===== src/rtl/mem_pkg.sv =====
// Data memory widths shared by the load/store path and the arbiter.
package mem_pkg;
  localparam int DATA_W           = 32;
  localparam int BE_W             = 4;
  localparam int DMEM_WORD_ADDR_W = 23;
endpackage


===== src/rtl/dmem_arbiter_if.sv =====
// Request/response bus between the cores' load/store units, the arbiter and the data memory.
interface dmem_arbiter_if
  import mem_pkg::*;
#(
  parameter int NUM_PORTS = 2
);
  logic [NUM_PORTS-1:0]        req_valid;
  logic [NUM_PORTS-1:0]        req_ready;
  logic [NUM_PORTS-1:0]        req_we;
  logic [BE_W*NUM_PORTS-1:0]   req_be;
  logic [DATA_W*NUM_PORTS-1:0] req_addr;
  logic [DATA_W*NUM_PORTS-1:0] req_wdata;
  logic [NUM_PORTS-1:0]        req_lock;
  logic [NUM_PORTS-1:0]        resp_valid;
  logic [DATA_W*NUM_PORTS-1:0] resp_rdata;
  logic [BE_W-1:0]             mem_byte_enable;
  logic [DATA_W-1:0]           mem_addr;
  logic [DATA_W-1:0]           mem_wdata;
  logic [DATA_W-1:0]           mem_rdata;

  modport slave (
    input  req_valid, req_we, req_be, req_addr, req_wdata, req_lock, mem_rdata,
    output req_ready, resp_valid, resp_rdata, mem_byte_enable, mem_addr, mem_wdata
  );

  modport master (
    output req_valid, req_we, req_be, req_addr, req_wdata, req_lock, mem_rdata,
    input  req_ready, resp_valid, resp_rdata, mem_byte_enable, mem_addr, mem_wdata
  );
endinterface


===== src/rtl/dmem_arbiter_rr_arbiter.sv =====
// Combinational rotating-priority picker: first requester at or after ptr wins.
module rr_arbiter #(
  parameter int NUM_PORTS = 2,
  parameter int PORT_W    = (NUM_PORTS > 1) ? $clog2(NUM_PORTS) : 1
) (
  input  logic [NUM_PORTS-1:0] req,
  input  logic [PORT_W-1:0]    ptr,
  output logic [NUM_PORTS-1:0] grant,
  output logic [PORT_W-1:0]    grant_idx,
  output logic                 grant_any
);

  logic [PORT_W-1:0] cand;

  always_comb begin
    grant     = '0;
    grant_idx = '0;
    grant_any = 1'b0;
    cand      = '0;
    for (int k = 0; k < NUM_PORTS; k++) begin
      cand = PORT_W'((int'(ptr) + k) % NUM_PORTS);
      if (!grant_any && req[cand]) begin
        grant_any = 1'b1;
        grant_idx = cand;
      end
    end
    if (grant_any) grant[grant_idx] = 1'b1;
  end

endmodule


===== src/rtl/dmem_arbiter.sv =====
// Round-robin arbiter sharing the single-ported data memory between cores,
// with a lock that pins the grant for read-modify-write sequences.
module dmem_arbiter
  import mem_pkg::*;
#(
  parameter int NUM_PORTS = 2,
  parameter int PORT_W    = (NUM_PORTS > 1) ? $clog2(NUM_PORTS) : 1
) (
  input  logic                 clk,
  input  logic                 rst,
  dmem_arbiter_if.slave        bus
);

  logic [BE_W-1:0]   be_arr    [NUM_PORTS];
  logic [DATA_W-1:0] addr_arr  [NUM_PORTS];
  logic [DATA_W-1:0] wdata_arr [NUM_PORTS];
  logic [DATA_W-1:0] rdata_q   [NUM_PORTS];

  logic [PORT_W-1:0]    rr_ptr;
  logic                 lock_active;
  logic [PORT_W-1:0]    lock_owner;
  logic [NUM_PORTS-1:0] resp_valid_q;

  logic [NUM_PORTS-1:0] rr_grant;
  logic [PORT_W-1:0]    rr_idx;
  logic                 rr_any;

  logic                 lock_hit;
  logic [NUM_PORTS-1:0] gnt_vec;
  logic [PORT_W-1:0]    gnt_idx;
  logic                 gnt_any;
  logic [PORT_W-1:0]    nxt_ptr;

  for (genvar i = 0; i < NUM_PORTS; i++) begin : g_port
    assign be_arr[i]    = bus.req_be[BE_W*i +: BE_W];
    assign addr_arr[i]  = bus.req_addr[DATA_W*i +: DATA_W];
    assign wdata_arr[i] = bus.req_wdata[DATA_W*i +: DATA_W];
    assign bus.resp_rdata[DATA_W*i +: DATA_W] = rdata_q[i];
  end

  rr_arbiter #(
    .NUM_PORTS (NUM_PORTS),
    .PORT_W    (PORT_W)
  ) u_rr (
    .req       (bus.req_valid),
    .ptr       (rr_ptr),
    .grant     (rr_grant),
    .grant_idx (rr_idx),
    .grant_any (rr_any)
  );

  // A lock whose owner has dropped valid simply falls through to round-robin.
  assign lock_hit = lock_active && bus.req_valid[lock_owner];

  always_comb begin
    gnt_vec = rr_grant;
    gnt_idx = rr_idx;
    gnt_any = rr_any;
    if (lock_hit) begin
      gnt_vec             = '0;
      gnt_vec[lock_owner] = 1'b1;
      gnt_idx             = lock_owner;
      gnt_any             = 1'b1;
    end
  end

  assign bus.req_ready = gnt_vec;
  assign nxt_ptr = (gnt_idx == PORT_W'(NUM_PORTS - 1)) ? '0 : gnt_idx + 1'b1;

  always_comb begin
    bus.mem_byte_enable = '0;
    bus.mem_addr        = '0;
    bus.mem_wdata       = '0;
    if (gnt_any) begin
      bus.mem_addr  = addr_arr[gnt_idx];
      bus.mem_wdata = wdata_arr[gnt_idx];
      if (bus.req_we[gnt_idx]) bus.mem_byte_enable = be_arr[gnt_idx];
    end
  end

  // Loads and stores both capture mem_rdata; for a store that is the pre-write word.
  always_ff @(posedge clk) begin
    if (rst) begin
      rr_ptr       <= '0;
      lock_active  <= 1'b0;
      lock_owner   <= '0;
      resp_valid_q <= '0;
      for (int i = 0; i < NUM_PORTS; i++) rdata_q[i] <= '0;
    end else begin
      resp_valid_q <= gnt_vec;
      if (gnt_any) begin
        rr_ptr           <= nxt_ptr;
        rdata_q[gnt_idx] <= bus.mem_rdata;
        if (bus.req_lock[gnt_idx]) begin
          lock_active <= 1'b1;
          lock_owner  <= gnt_idx;
        end else begin
          lock_active <= 1'b0;
        end
      end else begin
        lock_active <= 1'b0;
      end
    end
  end

  assign bus.resp_valid = resp_valid_q;

endmodule

===== src/flat_wrapper.sv =====
// flat-port wrapper written by rule: the top's interface ports become plain ports
module dmem_arbiter_flat import mem_pkg::*;
#(
  parameter int NUM_PORTS = 2,
  parameter int PORT_W    = (NUM_PORTS > 1) ? $clog2(NUM_PORTS) : 1
)
  (clk, rst, bus_req_valid, bus_req_we, bus_req_be, bus_req_addr, bus_req_wdata, bus_req_lock, bus_mem_rdata, bus_req_ready, bus_resp_valid, bus_resp_rdata, bus_mem_byte_enable, bus_mem_addr, bus_mem_wdata);
  dmem_arbiter_if #(.NUM_PORTS(NUM_PORTS)) bus_i ();
  input  logic clk;
  input  logic rst;
  input wire logic [$bits(bus_i.req_valid)-1:0] bus_req_valid;
  input wire logic [$bits(bus_i.req_we)-1:0] bus_req_we;
  input wire logic [$bits(bus_i.req_be)-1:0] bus_req_be;
  input wire logic [$bits(bus_i.req_addr)-1:0] bus_req_addr;
  input wire logic [$bits(bus_i.req_wdata)-1:0] bus_req_wdata;
  input wire logic [$bits(bus_i.req_lock)-1:0] bus_req_lock;
  input wire logic [$bits(bus_i.mem_rdata)-1:0] bus_mem_rdata;
  output wire logic [$bits(bus_i.req_ready)-1:0] bus_req_ready;
  output wire logic [$bits(bus_i.resp_valid)-1:0] bus_resp_valid;
  output wire logic [$bits(bus_i.resp_rdata)-1:0] bus_resp_rdata;
  output wire logic [$bits(bus_i.mem_byte_enable)-1:0] bus_mem_byte_enable;
  output wire logic [$bits(bus_i.mem_addr)-1:0] bus_mem_addr;
  output wire logic [$bits(bus_i.mem_wdata)-1:0] bus_mem_wdata;
  assign bus_i.req_valid = bus_req_valid;
  assign bus_i.req_we = bus_req_we;
  assign bus_i.req_be = bus_req_be;
  assign bus_i.req_addr = bus_req_addr;
  assign bus_i.req_wdata = bus_req_wdata;
  assign bus_i.req_lock = bus_req_lock;
  assign bus_i.mem_rdata = bus_mem_rdata;
  assign bus_req_ready = bus_i.req_ready;
  assign bus_resp_valid = bus_i.resp_valid;
  assign bus_resp_rdata = bus_i.resp_rdata;
  assign bus_mem_byte_enable = bus_i.mem_byte_enable;
  assign bus_mem_addr = bus_i.mem_addr;
  assign bus_mem_wdata = bus_i.mem_wdata;
  dmem_arbiter #(.NUM_PORTS(NUM_PORTS), .PORT_W(PORT_W)) u_core (.clk(clk), .rst(rst), .bus(bus_i));
endmodule

===== config.mk =====
export PLATFORM = sky130hd
export DESIGN_NAME = dmem_arbiter_flat
export DESIGN_NICKNAME = d
export VERILOG_FILES = /design/src/rtl/mem_pkg.sv /design/src/rtl/dmem_arbiter_if.sv /design/src/rtl/dmem_arbiter_rr_arbiter.sv /design/src/rtl/dmem_arbiter.sv /design/src/flat_wrapper.sv
export SDC_FILE = /design/constraint.sdc
export NUM_CORES = 1
export LEC_CHECK = 0
export BUFFER_PORTS_ARGS = -buffer_cell sky130_fd_sc_hd__buf_2
export CAP_MARGIN = 20
export CORE_ASPECT_RATIO = 0.5
export CORE_MARGIN = 2
export CORE_UTILIZATION = 30
export DETAILED_ROUTE_END_ITERATION = 8
export MAX_ROUTING_LAYER = met4
export PLACE_DENSITY = 0.73
export SLEW_MARGIN = 20
export SYNTH_ARGS = -nofsm -noshare
export SYNTH_HDL_FRONTEND = slang
export SYNTH_SLANG_ARGS = --single-unit

===== constraint.sdc =====
create_clock -name clk -period 2.7 [get_ports clk]
set_clock_uncertainty 0.2 [all_clocks]
set_input_delay 0.135 -clock clk [delete_from_list [all_inputs] [get_ports clk]]
set_output_delay 0.135 -clock clk [all_outputs]
set_load 0.02 [all_outputs]

* Word-level counts from Yosys, hierarchy flattened *
Memories as Yosys holds them, arrays and structs flattened.
Cells that the tools add are included.

storage, ports and cells
  register bits = 5
  memory bits (writable) = 64
  input port bits = 176
  output and inout port bits = 136
  memories = 1

cells by class
  add/sub/neg operators = 2
  order comparisons = 8
  multiplexer cells = 45
  bitwise operators = 2
  reduce and logical (&&, ||, !) cells = 8

memories
  memory          depth  bits a word  rd ports  clocked after memory_dff  write ports  line                RTL
  u_core.rdata_q  2      32           2         0                         2            dmem_arbiter.sv:17  logic [DATA_W-1:0] rdata_q [NUM_PORTS];

operator list
  operator                                                                      number
  32-bit 2-to-1 mux                                                             9
  32-bit OR reduction                                                           1
  1-bit 2-to-1 mux                                                              27
  4-bit 2-to-1 mux                                                              5
  1-bit by 2-bit less-than comparator with 1-bit output, second input constant  5
  1-bit logical AND                                                             4
  2-bit 2-to-1 mux                                                              2
  1-bit adder, second input constant                                            2
  1-bit demux with 1-bit select                                                 2
  1-bit >= comparator, second input constant                                    2
  2-bit >= comparator, second input constant                                    1
  1-bit inverter with 2-bit output                                              1
  2-bit AND reduction                                                           1
  2-bit OR reduction                                                            1
  1-bit zero test                                                               1
  1-bit inverter                                                                1

* Depth between registers and ports, before layout *
Gate-level depths: netlist of the first run.

  depth in word-level cells = 13
  depth in mapped cells = 6
  gate-level depth less buffers = 4

* Cells and area by module *
Synthesis of the first run repeated with hierarchy kept, for this count alone.

second synthesis, totals
  cell total of the unflattened synthesis = 537
  area, all modules = 4707.0 um^2

modules (own cells, without submodules)
  module        instances  cells each  area an instance (um^2)  seq. area each (um^2)
  dmem_arbiter  1          532         4674.5                   2021.9
  rr_arbiter    1          5           32.5                     0.0

* Worst setup path after synthesis of the first run *
Ideal clock, no wire load.

  kind = flip-flop to flip-flop
  from = register u_core.lock_active
  to = memory u_core.rdata_q[1][0] (enable)
  library setup time = 478 ps
  data arrival time = 1807 ps
  data required time = 2022 ps
  path slack = 215 ps
  stages on the path, launching flop included = 5
  path buffers = 1
  clock period less this slack = 2485 ps
  path through = dfxtp_1 > mux2_4 > o21ai_4 > clkbuf_1 > nand2_1

RTL lines
  element                 line                RTL
  from (decl)             dmem_arbiter.sv:20  logic lock_active;
  from (signal assigned)  dmem_arbiter.sv:85  lock_active <= 1'b0;
  from (signal assigned)  dmem_arbiter.sv:95  lock_active <= 1'b1;
  from (signal assigned)  dmem_arbiter.sv:98  lock_active <= 1'b0;
  to (decl)               dmem_arbiter.sv:17

* Final worst setup path of the first run *
  from = register u_core.lock_active
  to = output bus_mem_byte_enable[1]

between the ends
  word-level cells in the longest chain between the ends = 8

ends and longest elaborated chain
  element                                                 line                RTL
  1-bit logical AND *                                     dmem_arbiter.sv:53  assign lock_hit = lock_active && bus.req_valid[lock_owner];
  1-bit 2-to-1 mux                                        dmem_arbiter.sv:59  if (lock_hit) begin
  1-bit inverter with 2-bit output (not written as such)  dmem_arbiter.sv:77  if (bus.req_we[gnt_idx]) bus.mem_byte_enable = be_arr[gnt_idx];
  4-bit 2-to-1 mux (not written as such) (3 in a row)     dmem_arbiter.sv:77
  4-bit 2-to-1 mux                                        dmem_arbiter.sv:77
  4-bit 2-to-1 mux *                                      dmem_arbiter.sv:74  if (gnt_any) begin
  to (decl)                                               flat_wrapper.sv:21  output wire logic [$bits(bus_i.mem_byte_enable)-1:0] bus_mem_byte_enable;

Every way passes the cells marked *; elsewhere a longest branch is shown, timed or not. The select of a mux whose other input is x is not followed.

==> summary.txt, run 1 <==
Status
  • Status: finished, final reports clean

Placed design
  • Detailed Place HPWL: 9120 um
  • IO buf count: 311
  • GP Congestion: 0.880

Setup path
  • R2r endpoint: u_core.rdata_q[1][10]
  • R2R Setup Slk: 0.59 ns
  • CP cell instances: mux2i_1 > o21ai_4 > inv_2 > buf_4 > a32o_1 > buf_2
  • Worst setup EP type: output pin
  • Worst Setup Start Kind: flip-flop
  • WS Path Type: reg -> out
  • Max incr delay on CP: 0.41 ns
  • Top fanout value on the critical path: 35
  • Slowest stage cell, crit path: mux2i_1
  • WP data arrival: 2.00 ns
  • R2R Path Start: u_core.lock_active
  • Setup crit start: u_core.lock_active
  • Worst R2R Path Depth: 5
  • Critical Path End: bus_mem_byte_enable[1]
  • WP data required: 2.37 ns

STA
  • # setup viols final: 0
  • Setup TNS: 0 ns
  • Relative slew slack: 57.2%
  • Hold Vio Cnt, Final: 0
  • Max-slew violation count: 0
  • RSZ-0062 raised after global routing: false
  • Min cycle time layout: 2.34 ns
  • Worst Tran Pin Value: 0.642 ns
  • Fmax achieved: 428 MHz
  • Final period util: 86.6%

Clock tree
  • Clk Latency, worst-skew pair: 0.33 ns
  • TritonCTS Buffers: 9
  • CTS tree: done
  • Clock Tree Root: clkbuf_16
  • # clock sinks: 69
  • Max clock buf depth: 2
  • CTS clk-pin slew, worst paths: 0.06 ns
  • H-tree depth: 3
  • Postcts setup bufs: 0

Final layout
  • Filler cells: 945
  • Final net count: 805
  • Synth-to-layout area growth: 72.1%
  • Share of post-route cells with drive strength above 1: 53.8%
  • Antenna cells: 0

GRT
  • GR Util met1: 24.1%
  • Total GRT Usage: 20.7%
  • First-pass GRT wire length: 18500 um
  • Antenna violations before repair: 0
  • GR Layer Usage met2: 35.9%
  • Largest net degree at the start of global routing: 66
  • Met3 usage: 4.12%
  • Total gr overflow: 0
  • Vias in the first global route: 3559
  • GRT Max-Usage Layer: met2

Drt
  • Final wirelength: 12400 um
  • First-pass iteration count of the detailed router: 4
  • Routed vias: 3623
  • DRC viols: 0
  • Vias per Instance: 4.68
  • Starting DRC count in detailed routing: 144
  • Routed length per instance: 16.0 um
  • Routed Antenna Nets: 0

Power
  • Clk pwr share: 35.0%
  • Combinational Power Share: 25.9%
  • Int Power: 2.32 mW
  • Net Sw Power: 967 uW
  • Power Dens Cells: 583 mW/mm^2
  • Sw Share: 29.4%
  • VDD IR-drop max: 0.384 mV
  • Leak: 2.94 nW
  • Total power: 3.29 mW
  • Share of total power in sequential cells: 39.0%

Synthesis
  • Syn_area_per_cell: 11.6 um^2
  • Seq/Total Area, Yosys: 61.7%
  • Area of the mapped netlist: 0.00328 mm^2
  • Warnings, synthesis: 0
  • Syn Nets: 458
  • Cell count after synthesis: 282
  • Yosys reg bits: 69
  • Netlist cell types: 24

Floorplanning
  • Die area: 0.0118 mm^2
  • Rows: 26
  • Die Y: 77.9 um
  • Horiz. Die Dim: 152 um
  • Core region area: 0.0104 mm^2
  • Initial Util: 31.5%
  • Num ports: 312

Worst hold path
  • Hold Path Class: reg -> reg

Run
  • Max Cap Viol: 0
-- power by group through the flow --
stage / Clock [mW] / Combinational (mW) / Sequential [mW]
5_1_grt: 1.22 / 0.918 / 1.29
6_report: 1.15 / 0.853 / 1.28
4_1_cts: 1.18 / 0.853 / 1.29
3_5_place_dp: 0 / 0.804 / 1.31
3_3_place_gp: 0 / 0.799 / 1.30
2_1_floorplan: 0 / 0.365 / 1.41
-- worst max-delay path: cells and delay by family, from the launching register on --
family | cells | cell delay [ns]
mux | 1 | 0.41
compound gates | 2 | 0.33
buf+inv | 3 | 0.54
flops | 1 | 0.38
-- how the worst min path moves through the flow --
stage	from	cells after the start	to	slack (ns)
3_5_place_dp	rst	2	u_core.rr_ptr	0.18
2_1_floorplan	rst	1	u_core.rr_ptr	0.004
3_3_place_gp	rst	2	u_core.rr_ptr	0.18
6_report	u_core.lock_owner	2	u_core.lock_owner	0.31
4_1_cts	u_core.lock_owner	2	u_core.lock_owner	0.31
5_1_grt	u_core.lock_owner	2	u_core.lock_owner	0.34
-- Yosys cell counts, drive strengths merged --
library cell,number,area share [%]
a21oi,1,0.15
a22o,64,17
a32o,3,0.92
buf,9,2.4
clkbuf,14,1.6
clkinv,1,0.11
dfxtp,5,3.1
edfxtp,64,59
inv,4,0.46
mux2,1,0.46
mux2i,1,0.31
nand2,39,4.5
nor2,67,7.7
o2111ai,1,0.27
o211a,1,0.31
o211ai,1,0.23
o21a,1,0.23
o21ai,3,1.1
o22ai,1,0.19
o31ai,1,0.23
-- timing repair --
item	4_1_cts	5_1_grt
hold buffers	39	0
resized for setup	0	1
endpoints found under the hold margin	69	0
endpoints found under the setup margin	0	65
-- area by class of cell --
cell class	count	area, um^2	area share, %
flip-flops and latches	69	2020	35.9
repair buffers	359	2010	35.7
multi-input cells	185	1100	19.6
clock buffers	9	225	4.00
well taps	140	175	3.11
clock inverters	7	75.1	1.33
inverters	5	21.3	0.377
-- cell usage in the layout, fill, tap and decap left out --
cell           Yosys  routed
o31ai_1            1       1
o2111ai_1          1       1
o21ai_0            1       1
edfxtp_1          64      64
inv_2              2       1
a21oi_1            1       1
a32o_1             3       3
clkinv_2           0       1
nand2_1           39      39
clkinvlp_4         0       3
buf_2              3     311
clkinv_4           0       1
o211a_1            1       1
buf_4              1       9
inv_6              0       1
inv_1              2       2
o21a_1             1       1
clkbuf_16          0       9
dlygate4sd3_1      0      39
nor2_1            67      67
inv_4              0       1
o211ai_1           1       1
dfxtp_1            5       5
mux2_4             1       1
a22o_1            64      64
bufinv_16          0       1
o22ai_1            1       1
clkinv_1           1       1
o21ai_4            2       2
mux2i_1            1       1
-- registers in the layout, summed over array words and instances (netlist names) --
signal                 count
u_core.rdata_q            64
u_core.bus.resp_valid      2
u_core.lock_active         1
u_core.lock_owner          1
u_core.rr_ptr              1
-- per-stage QoR --
stage / instances / hold slack [ns] / util, % / area [um^2] / setup slack [ns]
6_report: 774 / 0.308 / 54.1 / 5640 / 0.362
5_1_grt: 774 / 0.339 / 54.1 / 5640 / 0.242
4_1_cts: 774 / 0.313 / 54.1 / 5630 / 0.0812
3_5_place_dp: 719 / 0.182 / 47.5 / 4940 / 0.510
3_3_place_gp: 719 / 0.184 / 47.5 / 4940 / 0.549
2_1_floorplan: 282 / 0.00407 / - / 3280 / 0.215
-- routing by layer --
metal / part of all wire [%] / wire, um
met2: 52 / 6420
met5: 0 / 0
met1: 40 / 4940
met4: 1.9 / 237
met3: 6.5 / 804
-- cells by family (layout without fill, tap and decap cells) --
logic type	after synthesis	in the layout	synth area share, %
AOI/OAI and AO/OA	77	77	20.8
DFF	69	69	61.7
buffers and inverters	28	380	4.58
and+or+nand+nor	106	106	12.1
muxes	2	2	0.764
Note: power is estimated with default switching activity, not from simulation.
==> run 2: changes to the inputs <==
Settings changed: PLACE_DENSITY 0.73 to 0.65, SYNTH_HIERARCHICAL set to 1.
==> run 2 against run 1 <==
Against the previous run: clock power hardly changed; sequential share of layout area decreased by 6.9 points; power up 13%; critical path depth stayed put; die area up 42%; synthesized cell count increased by 90%; largest cell class is now multi-input combinational cells; highest routed layer unchanged.
==> summary.txt, run 2 <==
Drt
  • Routed length per instance: 16.0 um (-0.44%)
  • DRC viols: 0 (unchanged)
  • Routed Antenna Nets: 0 (unchanged)
  • Routed vias: 5537 (+53%)
  • Final wirelength: 16800 um (+35%)
  • Vias per Instance: 5.26 (+12%)
  • First-pass iteration count of the detailed router: 4 (unchanged)
  • Starting DRC count in detailed routing: 307 (+110%)

Final layout
  • Largest register FFs: 64 (unchanged)
  • Core Util, Final: 45.4% (-8.8 points)
  • Filler cells: 1532 (+62%)
  • Sequential cell area: 0.00202 mm^2 (about the same)
  • Commonest non-fill, non-tap cell in the layout: buf_2
  • Share of post-route cells with drive strength above 1: 42.7% (-11 points)
  • Multi-input logic area: 0.00220 mm^2 (+99%)
  • Post-route cell area: 0.00698 mm^2 (+24%)
  • Final net count: 1018 (+26%)
  • Layout Cells excl Fill: 1053 (+36%)
  • Synth-to-layout area growth: 48.2%
  • Top reg by flops: u_core/rdata_q
  • Most frequent cells in the layout: buf_2, nand2_1, a31oi_1

STA
  • Worst hold slack: 0.00935 ns (-0.298 ns)
  • RSZ-0062 raised after global routing: false
  • Max-slew violation count: 0 (unchanged)
  • # setup viols final: 0 (unchanged)
  • Final setup margin: 0.156 ns (-0.205 ns)
  • Min cycle time layout: 2.54 ns (+0.205 ns)
  • Fmax achieved: 393 MHz (-8.1%)
  • Setup TNS: 0 ns (unchanged)
  • Final period util: 94.2% (+7.6 points)
  • Worst Tran Pin Value: 0.779 ns (+0.137 ns)
  • Relative slew slack: 48.1% (-9.1 points)
  • Hold Vio Cnt, Final: 0 (unchanged)

Power
  • Leak: 3.05 nW (+4.0%)
  • Total power: 3.73 mW (+13%)
  • VDD IR-drop max: 0.318 mV (-17%)
  • Power Dens Cells: 535 mW/mm^2 (-8.4%)

GRT
  • Total gr overflow: 0 (unchanged)
  • Total GRT Usage: 19.2% (-1.5 points)
  • Largest net degree at the start of global routing: 73 (+11%)
  • First-pass GRT wire length: 25600 um (+38%)
  • Vias in the first global route: 5185 (+46%)
  • Antenna violations before repair: 2 (+2)

Floorplanning
  • Core region area: 0.0154 mm^2 (+48%)
  • Die Y: 92.6 um (+19%)
  • Rows: 32 (+23%)
  • Num ports: 312 (unchanged)
  • Initial Util: 30.6% (-0.85 points)
  • Die area: 0.0168 mm^2 (+42%)
  • Horiz. Die Dim: 181 um (+19%)

Clock tree
  • Clk Latency, worst-skew pair: 0.32 ns (about the same)
  • CTS tree: done
  • # clock sinks: 69 (unchanged)
  • H-tree depth: 3 (unchanged)
  • TritonCTS Buffers: 9 (unchanged)
  • Clock Tree Root: clkbuf_16
  • Postcts setup bufs: 0 (unchanged)
  • CTS clk-pin slew, worst paths: 0.06 ns (about the same)
  • Max clock buf depth: 2 (unchanged)

Synthesis
  • EDFF count, synth: 64 (unchanged)
  • Area contributors post-synth: edfxtp_1, o211ai_1, a31oi_1
  • Yosys reg bits: 69 (unchanged)
  • Syn_area_per_cell: 8.77 um^2 (-25%)
  • Syn Nets: 713 (+56%)
  • Synth cell count leaders: nand2_1, a31oi_1, nand3_1, o211ai_1, edfxtp_1
  • Netlist cell types: 31 (+29%)
  • Largest area contributor in the netlist: edfxtp_1
  • Cell count after synthesis: 537 (+90%)
  • Share of the synthesized area in the top cell type: 40.8% (-18 points)
  • Top-count cell post-synth: nand2_1
  • Warnings, synthesis: 6 (+6)
  • Top FF cell, synth: edfxtp_1
  • Seq/Total Area, Yosys: 43.0% (-19 points)
  • Area of the mapped netlist: 0.00471 mm^2 (+44%)
  • Ys async rst share: 0% (unchanged)

Setup path
  • Worst R2R Path Depth: 7 (+2)
  • Worst Setup Start Kind: flip-flop
  • WP data required: 2.37 ns (about the same)
  • Worst setup EP type: output pin
  • WS Path Type: reg -> out
  • Top fanout value on the critical path: 32 (-8.6%)
  • WP data arrival: 2.21 ns (+0.21 ns)

Status
  • Status: finished, final reports clean

Placed design
  • GP Congestion: 0.776 (-12%)
  • Placed Instances: 1001 (+39%)
  • Detailed Place HPWL: 11200 um (+22%)
  • Dpl cell area: 0.00630 mm^2 (+27%)
  • IO buf count: 311 (unchanged)
  • Place WS: 0.359 ns (-0.151 ns)

Worst hold path
  • WHS Path Cells: 3 (+1)
  • Hold Path Class: in -> reg

Run
  • Max Cap Viol: 0 (unchanged)
## run 2: cell type report
type                            instances  area share, %
Clock buffer                           10           3.28
Clock inverter                          6          0.915
Timing Repair Buffer                  360           29.7
Sequential cell                        69           29.0
Inverter                               35           1.88
Antenna cell                            2         0.0717
Multi-Input combinational cell        367           31.5
Tap cell                              204           3.66
## run 2: path summary, 6_finish.rpt
check                startpoint                       end  slack, ns
max          u_core/lock_active    bus_mem_byte_enable[1]       0.16
min            bus_mem_rdata[4]      u_core/rdata_q[0][4]      0.009
max reg2reg       u_core/rr_ptr         u_core/lock_owner       0.21
min reg2reg       u_core/rr_ptr  u_core/bus.resp_valid[0]       0.41
## run 2: per-layer routing
| layer | track usage (%) | up-vias | wire length (um) |
|---|---|---|---|
| met4 | 5.42 | 0 | 297 |
| met5 | - | - | 0 |
| met2 | 32.7 | 211 | 8370 |
| met1 | 23.9 | 2659 | 7240 |
| met3 | 3.07 | 23 | 903 |
| li1 | - | 2644 | - |
## run 2: power by group
| group | total, mW | internal, mW | switching [mW] |
|---|---|---|---|
| Clock | 1.14 | 0.713 | 0.429 |
| Sequential | 1.32 | 1.28 | 0.0314 |
| Combinational | 1.27 | 0.449 | 0.823 |
| Total | 3.73 | 2.45 | 1.28 |
## run 2: worst max-delay path, cell delays in order, from the launching register on
cell and delay, ns:
dfxtp_1 0.53, buf_4 0.22, a21o_2 0.18, buf_4 0.34
o2111ai_1 0.23, a21oi_1 0.19, buf_2 0.17
## run 2: timing repair
action                     in CTS  in global routing
hold buffers                   33                  0
hold endpoints to repair       60                  0
gates cloned                    0                  0
resized for setup               1                  5
setup endpoints to repair       1                 69
## run 2: logic make-up (layout without fill, tap and decap cells)
kind of cell,count (synthesis),in the layout,share of synthesized area (%)
buf+inv,101,411,11.2
compound gates,162,162,25.2
simple gates,204,204,20.4
other cells,0,2,0
flops,69,69,43.0
mux,1,1,0.239
==> run 3: changes to the inputs <==
Settings changed: CORE_UTILIZATION 30 to 33, PLACE_DENSITY 0.65 to 0.68.
==> run 3 against run 2 <==
Against the previous run: cell area up 0.43%; fmax up 0.23%; global-route usage grew 1.0 points; critical endpoint is now bus_mem_wdata[20].
==> summary.txt, run 3 (synthesis results as in run 2) <==
Clock tree
  • Clk Latency, worst-skew pair: 0.32 ns (about the same)
  • Max clock buf depth: 2 (unchanged)
  • # clock sinks: 69 (unchanged)
  • Postcts setup bufs: 0 (unchanged)
  • H-tree depth: 3 (unchanged)
  • TritonCTS Buffers: 9 (unchanged)
  • CTS tree: done
  • CTS clk-pin slew, worst paths: 0.05 ns (about the same)
  • Clock Tree Root: clkbuf_16

Setup path
  • WP data required: 2.37 ns (about the same)
  • Worst setup EP type: output pin
  • WS Path Type: reg -> out
  • Top fanout value on the critical path: 69 (+120%)
  • WP data arrival: 2.20 ns (about the same)
  • Worst Setup Start Kind: flip-flop

GRT
  • First-pass GRT wire length: 24600 um (-3.8%)
  • GR Layer Usage met2: 35.2% (+2.5 points)
  • Vias in the first global route: 5048 (-2.6%)
  • GRT Max-Usage Layer: met2
  • Total GRT Usage: 20.2% (+1.0 points)
  • Largest net degree at the start of global routing: 73 (unchanged)
  • Met3 usage: 3.22% (+0.15 points)
  • GR Util met1: 25.0% (+1.1 points)
  • Total gr overflow: 0 (unchanged)
  • Antenna violations before repair: 0 (-2)

Placed design
  • IO buf count: 311 (unchanged)
  • GP Congestion: 0.823 (+6.1%)
  • Placed Instances: 991 (-1.0%)
  • Detailed Place HPWL: 10800 um (-3.1%)

Drt
  • Final wirelength: 16300 um (-2.9%)
  • First-pass iteration count of the detailed router: 5 (+1)
  • DRC viols: 0 (unchanged)
  • Vias per Instance: 5.30 (+0.78%)
  • Starting DRC count in detailed routing: 408 (+33%)
  • Routed Antenna Nets: 0 (unchanged)
  • Routed length per instance: 15.7 um (-1.6%)
  • Routed vias: 5506 (-0.56%)

Final layout
  • Antenna cells: 0 (-2)
  • Largest register FFs: 64 (unchanged)
  • Share of post-route cells with drive strength above 1: 42.7% (unchanged)
  • Synth-to-layout area growth: 48.8%
  • Top reg by flops: u_core/rdata_q
  • Final net count: 1019 (+0.098%)
  • Commonest non-fill, non-tap cell in the layout: buf_2
  • Layout Cells excl Fill: 1039 (-1.3%)
  • Core Util, Final: 51.0% (+5.6 points)
  • Most frequent cells in the layout: buf_2, nand2_1, a31oi_1

STA
  • Min cycle time layout: 2.54 ns (-0.00590 ns)
  • Hold Vio Cnt, Final: 0 (unchanged)
  • Final period util: 94.0% (-0.22 points)
  • Fmax achieved: 394 MHz (+0.23%)
  • Setup TNS: 0 ns (unchanged)
  • Max-slew violation count: 0 (unchanged)
  • Worst Tran Pin Value: 0.775 ns (-0.00453 ns)
  • Worst hold slack: 0.0128 ns (+0.00344 ns)
  • Relative slew slack: 48.4% (+0.30 points)
  • # setup viols final: 0 (unchanged)

Power
  • VDD IR-drop max: 0.384 mV (+21%)
  • Leak: 3.08 nW (+0.83%)
  • Power Dens Cells: 543 mW/mm^2 (+1.7%)
  • Total power: 3.81 mW (+2.1%)

Floorplanning
  • Die Y: 88.5 um (-4.5%)
  • Horiz. Die Dim: 173 um (-4.6%)
  • Num ports: 312 (unchanged)
  • Die area: 0.0153 mm^2 (-8.8%)
  • Initial Util: 34.3% (+3.6 points)
  • Rows: 30 (-6.3%)
  • Core region area: 0.0137 mm^2 (-11%)

Run
  • Max Cap Viol: 0 (unchanged)

Status
  • Status: finished, final reports clean

Worst hold path
  • Hold Path Class: in -> reg
[run 3: cell types whose count changed in the layout (fill, tap and decap cells not counted)]
cell and change:
buf_12 +3, clkinvlp_4 -1, dlygate4sd3_1 -1, clkinv_1 +1, buf_6 -3, bufinv_16 +1
diode_2 -2, clkinv_2 -1, a21o_2 -1, buf_4 +2, a21o_4 +1, clkinv_4 -1
[run 3: layout make-up]
cell class                 instances  area (um^2)
clock buffer                      10          229
timing repair buffer             361         2100
sequential                        69         2020
inverter                          35          131
fill                            1262         6730
multi-input combinational        367         2200
clock inverter                     5         76.3
tap                              192          240
[run 3: worst max-delay path: stages (launching register included)]
cell and delay [ns]:
dfxtp_1 0.58, a21bo_2 0.26, buf_6 0.43, o211ai_1 0.16
a31oi_1 0.21, buf_2 0.20
[run 3: repair_timing]
action / 4_1_cts / 5_1_grt
hold buffers: 32 / 0
hold endpoints to repair: 59 / 0
setup endpoints to repair: 0 / 69
resized for setup: 0 / 4
[run 3: path summary, 6_finish.rpt]
path	startpoint	endpoint	slack, ns	depth (start not counted)
worst max register to register	u_core/rr_ptr	u_core/lock_owner	0.23	7
worst min-delay path	bus_mem_rdata[10]	u_core/rdata_q[1][10]	0.01	3
worst max-delay path	u_core/lock_active	bus_mem_wdata[20]	0.16	5
worst min register to register	u_core/rr_ptr	u_core/bus.resp_valid[0]	0.40	3
[run 3: power breakdown]
group	leakage, nW	internal [mW]	switching (mW)
sequential	0.735	1.28	0.0313
clock	0.146	0.798	0.404
combinational	2.20	0.463	0.827
total	3.08	2.54	1.26
[run 3: through the flow]
step                      worst slack, ns  cell area [um^2]
after global placement              0.409              6330
after detailed placement            0.361              6330
after floorplan                    0.0776              4710
after global routing             -0.00156              7010
after CTS                          0.0116              6960
final                               0.162              7010
[run 3: layer usage]
metal / wire, um / up-vias
li1: - / 2645
met1: 6720 / 2559
met2: 8280 / 278
met3: 1090 / 24
met4: 228 / 0
met5: 0 / -
